<file path="src/rtl/regfile_sb.sv">
// Register file with load scoreboard and post-reset zeroing sweep; reads and busy are combinational with same-cycle write bypass.
// Writes/reservations take effect at the edge; no backpressure, but all traffic is dropped until ready rises after the sweep.
module regfile_sb #(
    parameter int REG_COUNT = 32,
    parameter int WIDTH     = 32,
    parameter int IDX_WIDTH = 5
) (
    input  logic                 clk,
    input  logic                 rst,
    input  logic [IDX_WIDTH-1:0] src1,
    input  logic [IDX_WIDTH-1:0] src2,
    output logic [WIDTH-1:0]     rd_data1,
    output logic [WIDTH-1:0]     rd_data2,
    output logic                 rd_busy1,
    output logic                 rd_busy2,
    input  logic                 wr_en0,
    input  logic [IDX_WIDTH-1:0] dest0,
    input  logic [WIDTH-1:0]     wr_data0,
    input  logic                 wr_en1,
    input  logic [IDX_WIDTH-1:0] dest1,
    input  logic [WIDTH-1:0]     wr_data1,
    input  logic                 rsv_en,
    input  logic [IDX_WIDTH-1:0] rsv_dest,
    output logic                 ready
);

    typedef enum logic {CLEAR, RUN} state_t;

    state_t               state;
    logic [IDX_WIDTH-1:0] cnt;
    logic [WIDTH-1:0]     regs [REG_COUNT];
    logic [REG_COUNT-1:0] busy;
    logic [REG_COUNT-1:0] busy_nxt;
    logic                 we0;
    logic                 we1;
    logic                 rsv;

    assign we0 = ready & wr_en0 & (dest0 != '0);
    assign we1 = ready & wr_en1 & (dest1 != '0);
    assign rsv = ready & rsv_en & (rsv_dest != '0);

    always_ff @(posedge clk) begin
        if (rst) begin
            state <= CLEAR;
            cnt   <= IDX_WIDTH'(1);
            ready <= 1'b0;
        end else begin
            case (state)
                CLEAR: begin
                    cnt <= cnt + IDX_WIDTH'(1);
                    if (cnt == IDX_WIDTH'(REG_COUNT - 1)) begin
                        state <= RUN;
                        ready <= 1'b1;
                    end
                end
                default: ready <= 1'b1;
            endcase
        end
    end

    // Storage is never reset; the sweep is the only thing that zeroes it.
    // Index 0 is never written and is forced to zero on the read side.
    always_ff @(posedge clk) begin
        if (!rst) begin
            if (state == CLEAR) begin
                regs[cnt] <= '0;
            end else begin
                if (we0) regs[dest0] <= wr_data0;
                if (we1) regs[dest1] <= wr_data1;
            end
        end
    end

    // Set is applied after clear so a fresh reservation beats a completing load.
    always_comb begin
        busy_nxt = busy;
        if (we1) busy_nxt[dest1] = 1'b0;
        if (rsv) busy_nxt[rsv_dest] = 1'b1;
        busy_nxt[0] = 1'b0;
    end

    always_ff @(posedge clk) begin
        if (rst) begin
            busy <= '0;
        end else begin
            busy <= busy_nxt;
        end
    end

    assign rd_data1 = (!ready || src1 == '0)  ? '0       :
                      (we1 && dest1 == src1)  ? wr_data1 :
                      (we0 && dest0 == src1)  ? wr_data0 :
                                                regs[src1];
    assign rd_data2 = (!ready || src2 == '0)  ? '0       :
                      (we1 && dest1 == src2)  ? wr_data1 :
                      (we0 && dest0 == src2)  ? wr_data0 :
                                                regs[src2];

    assign rd_busy1 = ready & busy[src1] & ~(we1 & (dest1 == src1));
    assign rd_busy2 = ready & busy[src2] & ~(we1 & (dest2_match(src2)));

    function automatic logic dest2_match(input logic [IDX_WIDTH-1:0] s);
        return dest1 == s;
    endfunction

endmodule
</file>
<file path="config.mk">
export PLATFORM = sky130hd
export DESIGN_NAME = regfile_sb
export DESIGN_NICKNAME = d
export VERILOG_FILES = /design/src/rtl/regfile_sb.sv
export SDC_FILE = /design/constraint.sdc
export NUM_CORES = 2
export LEC_CHECK = 0
export BUFFER_PORTS_ARGS = -buffer_cell sky130_fd_sc_hd__clkbuf_2
export CAP_MARGIN = 20
export CELL_PAD_IN_SITES_DETAIL_PLACEMENT = 1
export CELL_PAD_IN_SITES_GLOBAL_PLACEMENT = 2
export CORE_ASPECT_RATIO = 1.4
export CORE_MARGIN = 2
export CORE_UTILIZATION = 46
export DETAILED_ROUTE_END_ITERATION = 10
export MAX_ROUTING_LAYER = met4
export PLACE_DENSITY = 0.95
export SYNTH_ARGS = -nofsm -noshare
export SYNTH_HDL_FRONTEND = slang
export SYNTH_SLANG_ARGS = --single-unit
</file>
<file path="constraint.sdc">
create_clock -name clk -period 12.5 [get_ports clk]
set_input_delay 0.625 -clock clk [delete_from_list [all_inputs] [get_ports clk]]
set_output_delay 0.625 -clock clk [all_outputs]
set_load 0.05 [all_outputs]
</file>
-- Yosys cells after proc, flatten, opt, wreduce, memory -nomap -nowiden
Memory sizes are Yosys's and may differ from the RTL's.
Index checks and enable logic that the tools add are counted.
- output and inout bits: 67
- bits in writable memories: 1024
- word-level logic and storage cells: 85
- input port bits: 94
- flip-flop bits (word level): 39
- memories: 1
- magnitude comparators: 6
- equality and inequality tests: 5
- bitwise gates (word level): 17
- reductions and logical operators: 16
- muxes and demuxes: 34
- add/sub/neg operators: 1
- memory list (memory ; words ; width ; rd ports ; clocked after Yosys merged registers in ; wr ports ; line ; RTL):
    regs ; 32 ; 32 ; 2 ; 0 ; 2 ; 31 ; logic [WIDTH-1:0] regs [REG_COUNT];
- operators with widths (cell ; number):
    32-bit 2-to-1 mux ; 9
    32-bit AND ; 1
    32-bit inverter ; 1
    32-bit OR ; 1
    32-bit OR reduction ; 1
    5-bit by 6-bit < comparator with 1-bit output, second input constant ; 4
    5-bit == test ; 4
    1-bit 2-to-1 mux ; 20
    5-bit nonzero test ; 3
    1-bit AND ; 12
    1-bit binary-select mux with 5-bit select ; 2
    1-bit demux with 5-bit select ; 2
    5-bit by 1-bit >= comparator with 1-bit output, second input constant ; 2
    5-bit logical NOT ; 2
    1-bit logical AND ; 6
    5-bit by 1-bit adder with 5-bit output, second input constant ; 1
    5-bit == test, second input constant ; 1
    5-bit 2-to-1 mux ; 1
    1-bit logical OR ; 2
    1-bit inverter ; 2
    2-bit nonzero test ; 1
    1-bit logical NOT ; 1

-- Depth between registers and ports, before layout
- word-level depth: 9
- mapped depth: 9
- mapped depth without buffers: 6

-- Worst setup path before layout
OpenSTA, ideal clock, no wires.
- kind: input -> register
- from: input dest0[3]
- to: memory regs[13][0] (enable)
- cell stages on the path: 8
- buffers on the path: 3
- library setup time: 433 ps
- required time: 12067 ps
- setup slack: 8072 ps
- data arrival time: 3995 ps
- cells stage by stage: buf_2 > or4_4 > o211a_4 > buf_6 > mux2i_4 > or3b_1 > buf_4 > o22ai_1
- RTL lines (element ; line ; RTL):
    start: declaration ; 17 ; input logic [IDX_WIDTH-1:0] dest0,
    end: declaration ; 31 ;

-- Worst setup path after layout
- from: input src1[2]
- to: output rd_data1[7]
- word-level cells in the longest chain between the ends: 5
- elaborated cells between the ends (all ways): 10
- classes of those cells: 2 x eq/ne; 3 x mux; 4 x reduce/logical; 1 x memory
- RTL lines (element ; line ; RTL):
    start: declaration ; 10 ; input logic [IDX_WIDTH-1:0] src1,
    branches (longest 4 deep; another with memory 32 x 32 bit) ; n/a ;
    32-bit 2-to-1 mux * ; 90 ; assign rd_data1 = (!ready || src1 == '0) ? '0 :
    end: declaration ; 12 ; output logic [WIDTH-1:0] rd_data1,
Every way passes the cells marked *.

==> reports/metrics.yaml <==
clock_network:
  clock_latency_ns: 0.77
  cts_hold_buffers: 0
  cts_max_path_buffers: 3
  cts_tree: "yes"
  cts.repair.resized: 0
  post_cts_buffers: 0
  clk_pin_slew_ns: 0.07
  numCtsBuffers: 110
  cts.sinks: 1062
  h-tree-depth: 3
  cts_root_buffer: "clkbuf_16"
grt:
  grt_pass1_vias: 56100
  grt_first_pass_wirelength_um: 404000
  grt.total_usage_pct: 42.9
  grt_max_degree: 99
  antenna_found_initial: 24
  gr-total-overflow: 0
die:
  pin_count: 161
  start_util_pct: 46.2
  die_w_um: 314
  num_rows: 159
  core_mm2: 0.134
  die_area_mm2: 0.137
  fp.dieH_um: 438
synth:
  synth_top_area_share_pct: 49.7
  netlist_instances: 5683
  synth.net_count: 5779
  synth_flop_cell: "edfxtp_1"
  synthArstFlopShare_pct: 0
  avgSynthCellArea_um2: 10.9
  synth_edf_count: 1024
  ys_seq_area_share_pct: 51.0
  synth.distinct_cells: 53
  netlist_area_mm2: 0.0618
  yosys.area.top_type: "edfxtp_1"
  yosys_warnings: 0
  ys_top_cells_by_area: "edfxtp_1 (50%), mux4_2 (10%), o21ai_0 (8.1%)"
  synth.ff_latch_count: 1062
sta:
  period_minus_slack_ns: 5.64
  finalSetupViolations: 0
  fin_crit_sh_pct: 45.2
  finalSetupTns_ns: 0
  rsz0062_at_grt: "false"
  slew-limit-headroom_pct: 14.8
  worstMarginPinSlew_ns: 1.28
  max_freq_mhz: 177
  slew_violations: 0
  hold_viol: 0
  finClkSkew_ns: 0.0229
worst_setup_path:
  required_ns: 11.88
  crit_end: "rd_data1[7]"
  crit_path_end_kind: "primary output"
  start_kind: "input port"
  r2r_end: "regs[12][20]$_DFFE_PP_"
  r2r-start: "state$_SDFF_PP0_"
  cp_max_fo: 76
  worstSetupPathType: "input port to primary output"
  arrival_ns: 5.02
  r2r_slack_ns: 7.13
  reg2reg_depth: 6
  critPathLaunch: "src1[2]"
final_layout:
  layout_commonest_cell: "nand2_1"
  syn_to_final_growth_pct: 9.44
  layout_common_cells: "nand2_1 (1121), edfxtp_1 (1024), o21ai_0 (1006)"
  fin_nets: 5536
  fin_area_mm2: 0.0677
  num-fill-cells: 14100
  drive_above_1_share_pct: 16.1
routing:
  post_drt_wl_per_cell_um: 39.9
  routed_via_density: 7.60
  ant_nets: 0
  remaining_drc_errors: 0
  wirelength_um: 293000
  vias: 55600
  initialDrtViolationCount: 9195
  firstDrtPassIters: 9
power_and_ir_drop:
  p_leak_nw: 20.3
  p_per_area_mw_per_mm2: 117
  ir_worst_vdd_v: 0.000109
run_status:
  status: "complete, no violations"
run:
  drv_cap: 0
worst_hold_path:
  hold_path_class: "input port to flip-flop"
place:
  dp_hpwl_um: 159000
  placed_area_mm2: 0.0640
  io_buffers: 160
  gp_congestion: 0.899
worst min path at each step:
| stage | slack [ns] | cells after the start | endpoint | start |
|---|---|---|---|---|
| 2_1_floorplan | 0.46 | 2 | busy[26]$_SDFF_PP0_ | busy[26]$_SDFF_PP0_ |
| 3_3_place_gp | 0.47 | 2 | busy[10]$_SDFF_PP0_ | busy[10]$_SDFF_PP0_ |
| 3_5_place_dp | 0.48 | 2 | busy[26]$_SDFF_PP0_ | busy[26]$_SDFF_PP0_ |
| 4_1_cts | 0.18 | 3 | busy[6]$_SDFF_PP0_ | rsv_dest[1] |
| 5_1_grt | 0.24 | 3 | busy[6]$_SDFF_PP0_ | rsv_dest[1] |
| 6_report | 0.18 | 3 | busy[6]$_SDFF_PP0_ | rsv_dest[1] |
sequential cells by signal, summed over array words and instances, names as in the netlist:
name,count
regs,1024
busy,31
cnt,5
ready,1
state,1
cell families after synthesis:
group | count (synthesis) | share of synthesized area (%)
AOI/OAI and AO/OA | 1525 | 14.4
DFF | 1062 | 51.0
muxes | 792 | 18.5
xor gates and xnor gates | 23 | 0.326
and+or+nand+nor | 1582 | 11.1
buffers and inverters | 697 | 4.69
adders and majority gates | 2 | 0.0405
per-layer routing:
| layer | share of wire, % | global-route usage, % |
|---|---|---|
| met1 | 32 | 49.7 |
| met2 | 43 | 60.7 |
| met3 | 16 | 15.2 |
| met4 | 8.8 | 33.2 |
| met5 | 0 | - |
per-stage QoR:
stage	instances	util, %	total power [mW]	worst slack (ns)	hold WS (ns)
final	7324	50.6	7.94	6.86	0.175
after global routing	7314	50.6	8.02	6.88	0.235
after CTS	7292	50.5	7.87	7.11	0.179
after detailed placement	7096	47.9	4.60	6.88	0.483
after global placement	7094	47.9	4.58	6.92	0.475
after floorplan	5683	-	4.34	8.07	0.460
Yosys cell counts (all sizes together) (10+ instances only):
| cell | count |
|---|---|
| nor2b | 14 |
| nand2 | 1121 |
| edfxtp | 1024 |
| and4 | 62 |
| nor3 | 18 |
| o22ai | 26 |
| clkbuf | 454 |
| nand3 | 233 |
| buf | 204 |
| nand2b | 10 |
| o211ai | 66 |
| nor2 | 69 |
| a22oi | 392 |
| xnor2 | 16 |
| inv | 39 |
| mux4 | 280 |
| o21ai | 1006 |
| dfxtp | 38 |
| mux2i | 504 |
| a21oi | 16 |
layout make-up:
class | instances | area (um2) | share of cell area (%)
sequential | 1062 | 31500 | 46.6
multi-input combinational | 3924 | 28200 | 41.7
clock buffer | 133 | 2860 | 4.23
tap | 1771 | 2220 | 3.27
timing repair buffer | 303 | 1990 | 2.94
clock inverter | 63 | 634 | 0.938
inverter | 39 | 146 | 0.216
antenna | 29 | 72.6 | 0.107
where the power goes:
group / total, mW / internal [mW] / leakage (nW) / switching, mW
registers: 3.90 / 3.88 / 8.39 / 0.0205
clock network: 3.37 / 1.83 / 1.72 / 1.53
logic: 0.663 / 0.195 / 10.2 / 0.468
total: 7.94 / 5.91 / 20.3 / 2.02
worst max-delay path: stages:
cell and delay [ns]:
buf_8 0.58, buf_4 0.65, buf_4 0.94, mux2i_1 0.19, a22oi_1 0.22, nand3_1 0.11, and4_1 0.39, o211ai_1 0.77
clkbuf_2 0.43
Note: power is estimated with default switching activity, not from simulation.
